<file path="config.mk">
export PLATFORM = sky130hd
export DESIGN_NAME = gpio_arbiter
export DESIGN_NICKNAME = d
export VERILOG_FILES = /design/src/rtl/gpio_arb_pkg.sv /design/src/rtl/gpio_arbiter_rr_pick.sv /design/src/rtl/gpio_arbiter.sv
export SDC_FILE = /design/constraint.sdc
export NUM_CORES = 1
export LEC_CHECK = 0
export CORE_MARGIN = 2
export CORE_UTILIZATION = 44
export DETAILED_ROUTE_END_ITERATION = 7
export GPL_ROUTABILITY_DRIVEN = 0
export PLACE_DENSITY = 0.86
export SYNTH_ARGS = -nofsm -noshare
export SYNTH_HDL_FRONTEND = slang
export SYNTH_SLANG_ARGS = --single-unit
export TNS_END_PERCENT = 5
</file>
<file path="constraint.sdc">
create_clock -name clk -period 3.59 [get_ports clk]
set_clock_uncertainty 0.1 [all_clocks]
set_input_delay 0.359 -clock clk [delete_from_list [all_inputs] [get_ports clk]]
set_output_delay 0.359 -clock clk [all_outputs]
set_load 0.02 [all_outputs]
</file>
<file path="src/rtl/gpio_arb_pkg.sv">
// gpio_arb_pkg: shared types and constants for the GPIO requester arbiter.
//   gpio_arb_state_t : arbiter FSM state (IDLE -> ISSUE -> RESP -> IDLE)
//   GPIO_DW          : GPIO register width
//   GPIO_ARB_MAX_REQ : largest supported requester count
package gpio_arb_pkg;

  localparam int GPIO_DW          = 32;
  localparam int GPIO_ARB_MAX_REQ = 8;

  typedef enum logic [1:0] {
    IDLE  = 2'd0,
    ISSUE = 2'd1,
    RESP  = 2'd2
  } gpio_arb_state_t;

endpackage

</file>
<file path="src/rtl/gpio_arbiter_rr_pick.sv">
// rr_pick: combinational round-robin picker.
//   req     in  NREQ : request vector
//   last    in  LW   : index of the previous winner
//   win     out NREQ : one-hot winner (all zero when no request)
//   win_idx out LW   : binary winner index (equals last when no request)
// Priority starts at last+1 and wraps modulo NREQ, so last itself is
// checked last.
module rr_pick #(
  parameter  int NREQ = 2,
  localparam int LW   = $clog2(NREQ)
) (
  input  logic [NREQ-1:0] req,
  input  logic [LW-1:0]   last,
  output logic [NREQ-1:0] win,
  output logic [LW-1:0]   win_idx
);

  always_comb begin
    int          idx;
    logic [LW-1:0] pos;
    idx     = 0;
    pos     = '0;
    win_idx = last;
    win     = '0;
    // Walk from the lowest priority (offset NREQ) to the highest (offset 1);
    // the last hit written is the highest-priority requester.
    for (int k = NREQ; k >= 1; k--) begin
      idx = int'(last) + k;
      if (idx >= NREQ) idx = idx - NREQ;
      pos = LW'(idx);
      if (req[pos]) win_idx = pos;
    end
    if (|req) win[win_idx] = 1'b1;
  end

endmodule

</file>
<file path="src/rtl/gpio_arbiter.sv">
// gpio_arbiter: round-robin sharing of one GPIO register block between
// NREQ requesters. Each transaction is IDLE (sample) -> ISSUE (gnt + one
// strobe) -> RESP (wait for GPIO) -> IDLE with done pulse.
//   clk, reset          : clock, synchronous active-high reset
//   req/wr/wdata        : per-requester request level, op (1=write), data
//   gnt, done           : one-hot grant / completion pulses
//   rdata               : last read result, held until the next read
//   busy                : high in ISSUE and RESP
//   gpio_we/gpio_re     : one-cycle GPIO strobes
//   gpio_data_in/out    : GPIO data port
module gpio_arbiter
  import gpio_arb_pkg::*;
#(
  parameter int NREQ = 2,
  parameter int DW   = GPIO_DW
) (
  input  logic              clk,
  input  logic              reset,
  input  logic [NREQ-1:0]   req,
  input  logic [NREQ-1:0]   wr,
  input  logic [NREQ*DW-1:0] wdata,
  output logic [NREQ-1:0]   gnt,
  output logic [NREQ-1:0]   done,
  output logic [DW-1:0]     rdata,
  output logic              busy,
  output logic              gpio_we,
  output logic              gpio_re,
  output logic [DW-1:0]     gpio_data_in,
  input  logic [DW-1:0]     gpio_data_out
);

  localparam int LW = $clog2(NREQ);

  gpio_arb_state_t          state;
  logic [LW-1:0]            last;
  logic [LW-1:0]            win_idx;
  logic [NREQ-1:0]          win;
  logic                     wr_l;
  logic [NREQ-1:0][DW-1:0]  wdata_v;

  assign wdata_v = wdata;

  rr_pick #(.NREQ(NREQ)) u_pick (
    .req     (req),
    .last    (last),
    .win     (win),
    .win_idx (win_idx)
  );

  // gpio_data_in doubles as the write-data latch: it is loaded only on a
  // write grant, which also keeps it stable across reads.
  always_ff @(posedge clk) begin
    if (reset) begin
      state        <= IDLE;
      last         <= LW'(NREQ - 1);
      wr_l         <= 1'b0;
      gnt          <= '0;
      done         <= '0;
      rdata        <= '0;
      busy         <= 1'b0;
      gpio_we      <= 1'b0;
      gpio_re      <= 1'b0;
      gpio_data_in <= '0;
    end else begin
      gnt     <= '0;
      done    <= '0;
      gpio_we <= 1'b0;
      gpio_re <= 1'b0;
      case (state)
        IDLE: begin
          if (|req) begin
            state   <= ISSUE;
            last    <= win_idx;
            wr_l    <= wr[win_idx];
            gnt     <= win;
            gpio_we <= wr[win_idx];
            gpio_re <= ~wr[win_idx];
            busy    <= 1'b1;
            if (wr[win_idx]) gpio_data_in <= wdata_v[win_idx];
          end
        end
        ISSUE: state <= RESP;
        RESP: begin
          // last still holds the current winner here.
          if (!wr_l) rdata <= gpio_data_out;
          done[last] <= 1'b1;
          busy       <= 1'b0;
          state      <= IDLE;
        end
        default: state <= IDLE;
      endcase
    end
  end

endmodule

</file>
==> results_tabular.tex <==
\begin{tabular}{lr}
\hline
Metric & Value \\
\hline
\multicolumn{2}{l}{\textbf{Synth}} \\
\quad Ranking of synthesized cells by instance count & sky130\_fd\_sc\_hd\_\_dfxtp\_1 (75), sky130\_fd\_sc\_hd\_\_nand2\_1 (67), sky130\_fd\_sc\_hd\_\_a21oi\_1 (34), sky130\_fd\_sc\_hd\_\_nand2b\_1 (34) \\
\quad Most area-hungry cell type in the Yosys netlist & sky130\_fd\_sc\_hd\_\_dfxtp\_1 \\
\quad Synthesized cell area & around 3500 µm² \\
\quad Most repeated cell in the gate-level netlist after synthesis & sky130\_fd\_sc\_hd\_\_dfxtp\_1 \\
\quad Mean instance size in the synthesized netlist & 8.78 µm² \\
\quad Synthesized flop and latch total & 75 \\
\quad Async SR Flop Fraction & 0\% \\
\quad Synthesis warning total & 0 \\
\quad Netlist cell types & 27 \\
\quad Synthesized net count & 500 \\
\quad Sequential share of the synthesized area & 43.0\% \\
\quad Dominant cells by area after synthesis & sky130\_fd\_sc\_hd\_\_dfxtp\_1 (43\%), sky130\_fd\_sc\_hd\_\_a221oi\_2 (12\%), sky130\_fd\_sc\_hd\_\_nand4b\_1 (8.0\%), sky130\_fd\_sc\_hd\_\_nand2\_1 (7.2\%), sky130\_fd\_sc\_hd\_\_nand2b\_1 (6.1\%) \\
\quad Main flop type after synthesis & sky130\_fd\_sc\_hd\_\_dfxtp\_1 \\
\quad Fraction of synthesized cell area taken by the top area cell type & 43.0\% \\
\quad Gate count of the mapped netlist & 398 \\
\quad Post-synth EDFFs & 0 \\
\multicolumn{2}{l}{\textbf{Critical path}} \\
\quad Data arrival, critical path & 2370 ps \\
\quad Register-to-Register Path Depth & 5 \\
\quad Required @ worst endpoint & 3690 ps \\
\quad CP Class & input port to flip-flop \\
\quad Sort of element at the end of the critical path & flip-flop \\
\quad Largest fanout of any net on the critical path & 14 \\
\quad Startpoint types & input port \\
\multicolumn{2}{l}{\textbf{CTS}} \\
\quad Number of buffers inserted during clock tree synthesis & 9 \\
\quad TritonCTS clock tree & built \\
\quad Clock slew seen by the registers of the worst setup and hold paths & 80 ps \\
\quad Cell at the root of the clock tree & sky130\_fd\_sc\_hd\_\_clkbuf\_8 \\
\quad Post-CTS setup buffer count & 0 \\
\quad Number of instances resized during post-cts repair & 0 \\
\quad H-tree levels & 3 \\
\quad TritonCTS sink count & 75 \\
\quad Skew-Pair Late Insertion Delay & 340 ps \\
\quad Deepest clock path buffer count & 2 \\
\quad Hold buffer count at CTS & 0 \\
\multicolumn{2}{l}{\textbf{Placement}} \\
\quad Placed instance count & 642 \\
\quad Number of buffers inserted by port buffering & between 150 and 200 \\
\quad Post-DP HPWL & 7240 µm \\
\multicolumn{2}{l}{\textbf{Timing}} \\
\quad Achievable clock frequency & between 400 and 500 MHz \\
\quad Final hold viol count & 0 \\
\quad Max-slew violations & 0 \\
\quad Slew at the pin closest to its max-slew limit & 1210 ps \\
\quad Total Neg Setup Slack & 0 ps \\
\quad Post-route worst hold slack & 356 ps \\
\quad Rel. slew slack & 19.1\% \\
\quad Fin crit share & approximately 63\% \\
\quad \# setup viols final & 0 \\
\quad Minimum clock period after layout & between 2000 and 2500 ps \\
\quad Setup repair after global routing missed its margin & false \\
\multicolumn{2}{l}{\textbf{Detailed routing}} \\
\quad Antenna Violating Nets Remaining & 0 \\
\quad Post-Route WL & 9850 µm \\
\quad Detail-routed net length per standard cell & 15.0 µm \\
\quad DRC Markers & 0 \\
\quad Number of DRC markers after the initial detailed-route iteration & 120 \\
\quad DR pass1 iterations & 4 \\
\quad Per-cell via count in the routed design & 5.25 \\
\quad Via count & roughly 3,500 \\
\multicolumn{2}{l}{\textbf{Die}} \\
\quad Die Ht & between 90 and 100 µm \\
\quad Starting density of the core & 45.2\% \\
\quad Die Footprint & 8670 µm² \\
\quad Site row count & 32 \\
\quad Floorplan Core Area & 7730 µm² \\
\quad Count of pins on the block boundary & 173 \\
\quad Chip width & 93.1 µm \\
\multicolumn{2}{l}{\textbf{Hold path}} \\
\quad Hold Path Class & flip-flop to flip-flop \\
\quad Hold Crit Depth & 2 \\
\multicolumn{2}{l}{\textbf{Power}} \\
\quad Power Dens Cells & about 400 nW/µm² \\
\quad Leak Pwr & 1.86 nW \\
\quad Worst IR drop on VDD & 0.000219 V \\
\multicolumn{2}{l}{\textbf{Global route}} \\
\quad Global-route wire length before repair & 15,500 µm \\
\quad Number of global-route vias before repair & 3,328 \\
\quad Antenna violations before repair & 0 \\
\quad Overall track demand over capacity in global routing & 22.3\% \\
\quad Maximum number of pins on one net before global-route repair & 37 \\
\quad Final global-route overflow total & 0 \\
\multicolumn{2}{l}{\textbf{Layout}} \\
\quad Layout overhead on the synthesized area & 55.7\% \\
\quad Post-layout net count & 653 \\
\quad Layout Cells excl Fill & 658 \\
\quad Diodes inserted & 0 \\
\quad Number of filler cells placed in the layout & 613 \\
\quad Footprint of the multi-input gates & approximately 1700 µm² \\
\quad Fraction of final layout cells with drive strength greater than 1 & 11.3\% \\
\quad FF+latch area & 1500 µm² \\
\multicolumn{2}{l}{\textbf{Status}} \\
\quad Status & completed \\
\multicolumn{2}{l}{\textbf{Flow run}} \\
\quad MaxCap Viol Count & 0 \\
\hline
\end{tabular}
==> sequential cells by signal (all words and copies together) (netlist names) <==
signal / count
busy: 1
last: 1
wr_l: 1
rdata: 32
gpio_we: 1
gpio_data_in: 32
gnt: 2
done: 2
state: 2
gpio_re: 1
==> critical path, cell delays in order <==
cell and delay, ps:
sky130_fd_sc_hd__clkdlybuf4s50_1 540, sky130_fd_sc_hd__nand2b_1 420, sky130_fd_sc_hd__a21boi_2 150, sky130_fd_sc_hd__o21ai_4 430, sky130_fd_sc_hd__buf_4 340, sky130_fd_sc_hd__a221oi_1 120
==> where the power goes <==
group          total (mW)  switching (mW)  internal [mW]
combinational       0.597           0.295          0.302
sequential          0.929          0.0345          0.895
clock               0.651           0.312          0.340
total                2.18           0.641           1.54
==> layout by cell type (no fill, tap or decap), drive strengths merged <==
| cell | Yosys | final |
|---|---|---|
| clkdlybuf4s50 | 0 | 171 |
| and2 | 2 | 2 |
| o21a | 2 | 2 |
| nor3b | 2 | 2 |
| a21oi | 34 | 34 |
| or2 | 1 | 1 |
| a221oi | 32 | 32 |
| a21boi | 1 | 1 |
| o21ai | 34 | 34 |
| bufinv | 0 | 1 |
| clkinv | 0 | 4 |
| nand4b | 32 | 32 |
| clkbuf | 26 | 10 |
| clkinvlp | 0 | 1 |
| nor2 | 4 | 4 |
| and3 | 1 | 1 |
| dfxtp | 75 | 75 |
| nand2b | 35 | 35 |
| nor3 | 2 | 2 |
| buf | 14 | 11 |
| inv | 32 | 32 |
| nor4 | 1 | 1 |
| a211o | 1 | 1 |
| nand2 | 67 | 67 |
==> cell families (layout without fill, tap and decap cells) <==
logic type / Yosys count / count (layout) / share of synthesized area (%)
AOI/OAI and AO/OA: 104 / 104 / 24.1
buffers and inverters: 72 / 230 / 9.09
DFF: 75 / 75 / 43.0
and+or+nand+nor: 147 / 147 / 23.9
==> final timing paths <==
kind | start | to | slack [ps]
worst min-delay path | rdata[31]$_SDFFE_PP0P_ | rdata[31]$_SDFFE_PP0P_ | 360
worst min register to register | rdata[31]$_SDFFE_PP0P_ | rdata[31]$_SDFFE_PP0P_ | 360
worst max register to register | last$_SDFFE_PP1P_ | gpio_data_in[24]$_SDFFE_PP0P_ | 1490
worst max-delay path | req[0] | gpio_data_in[24]$_SDFFE_PP0P_ | 1320
==> stage by stage <==
step	power [mW]	setup WS (ps)	area (µm²)	utilization, %
floorplan	1.27	2030	3490	-
global placement	1.53	1040	5240	67.8
detailed placement	1.55	1000	5240	67.8
CTS	2.19	1360	5440	70.4
global route	2.28	1220	5440	70.4
finish	2.18	1320	5440	70.4
==> per-layer routing <==
layer	track usage [%]	wire [µm]
met1	27.0	3980
met2	37.6	4780
met3	6.29	854
met4	8.58	230
met5	0	0
==> layout make-up <==
type	count	area share (%)
repair buffers	182	33.1
multi-input cells	251	31.0
flip-flops and latches	75	27.6
clock buffers	10	2.53
well taps	102	2.34
inverters	32	2.21
clock inverters	6	1.20
Note: power is estimated with default switching activity, not from simulation.
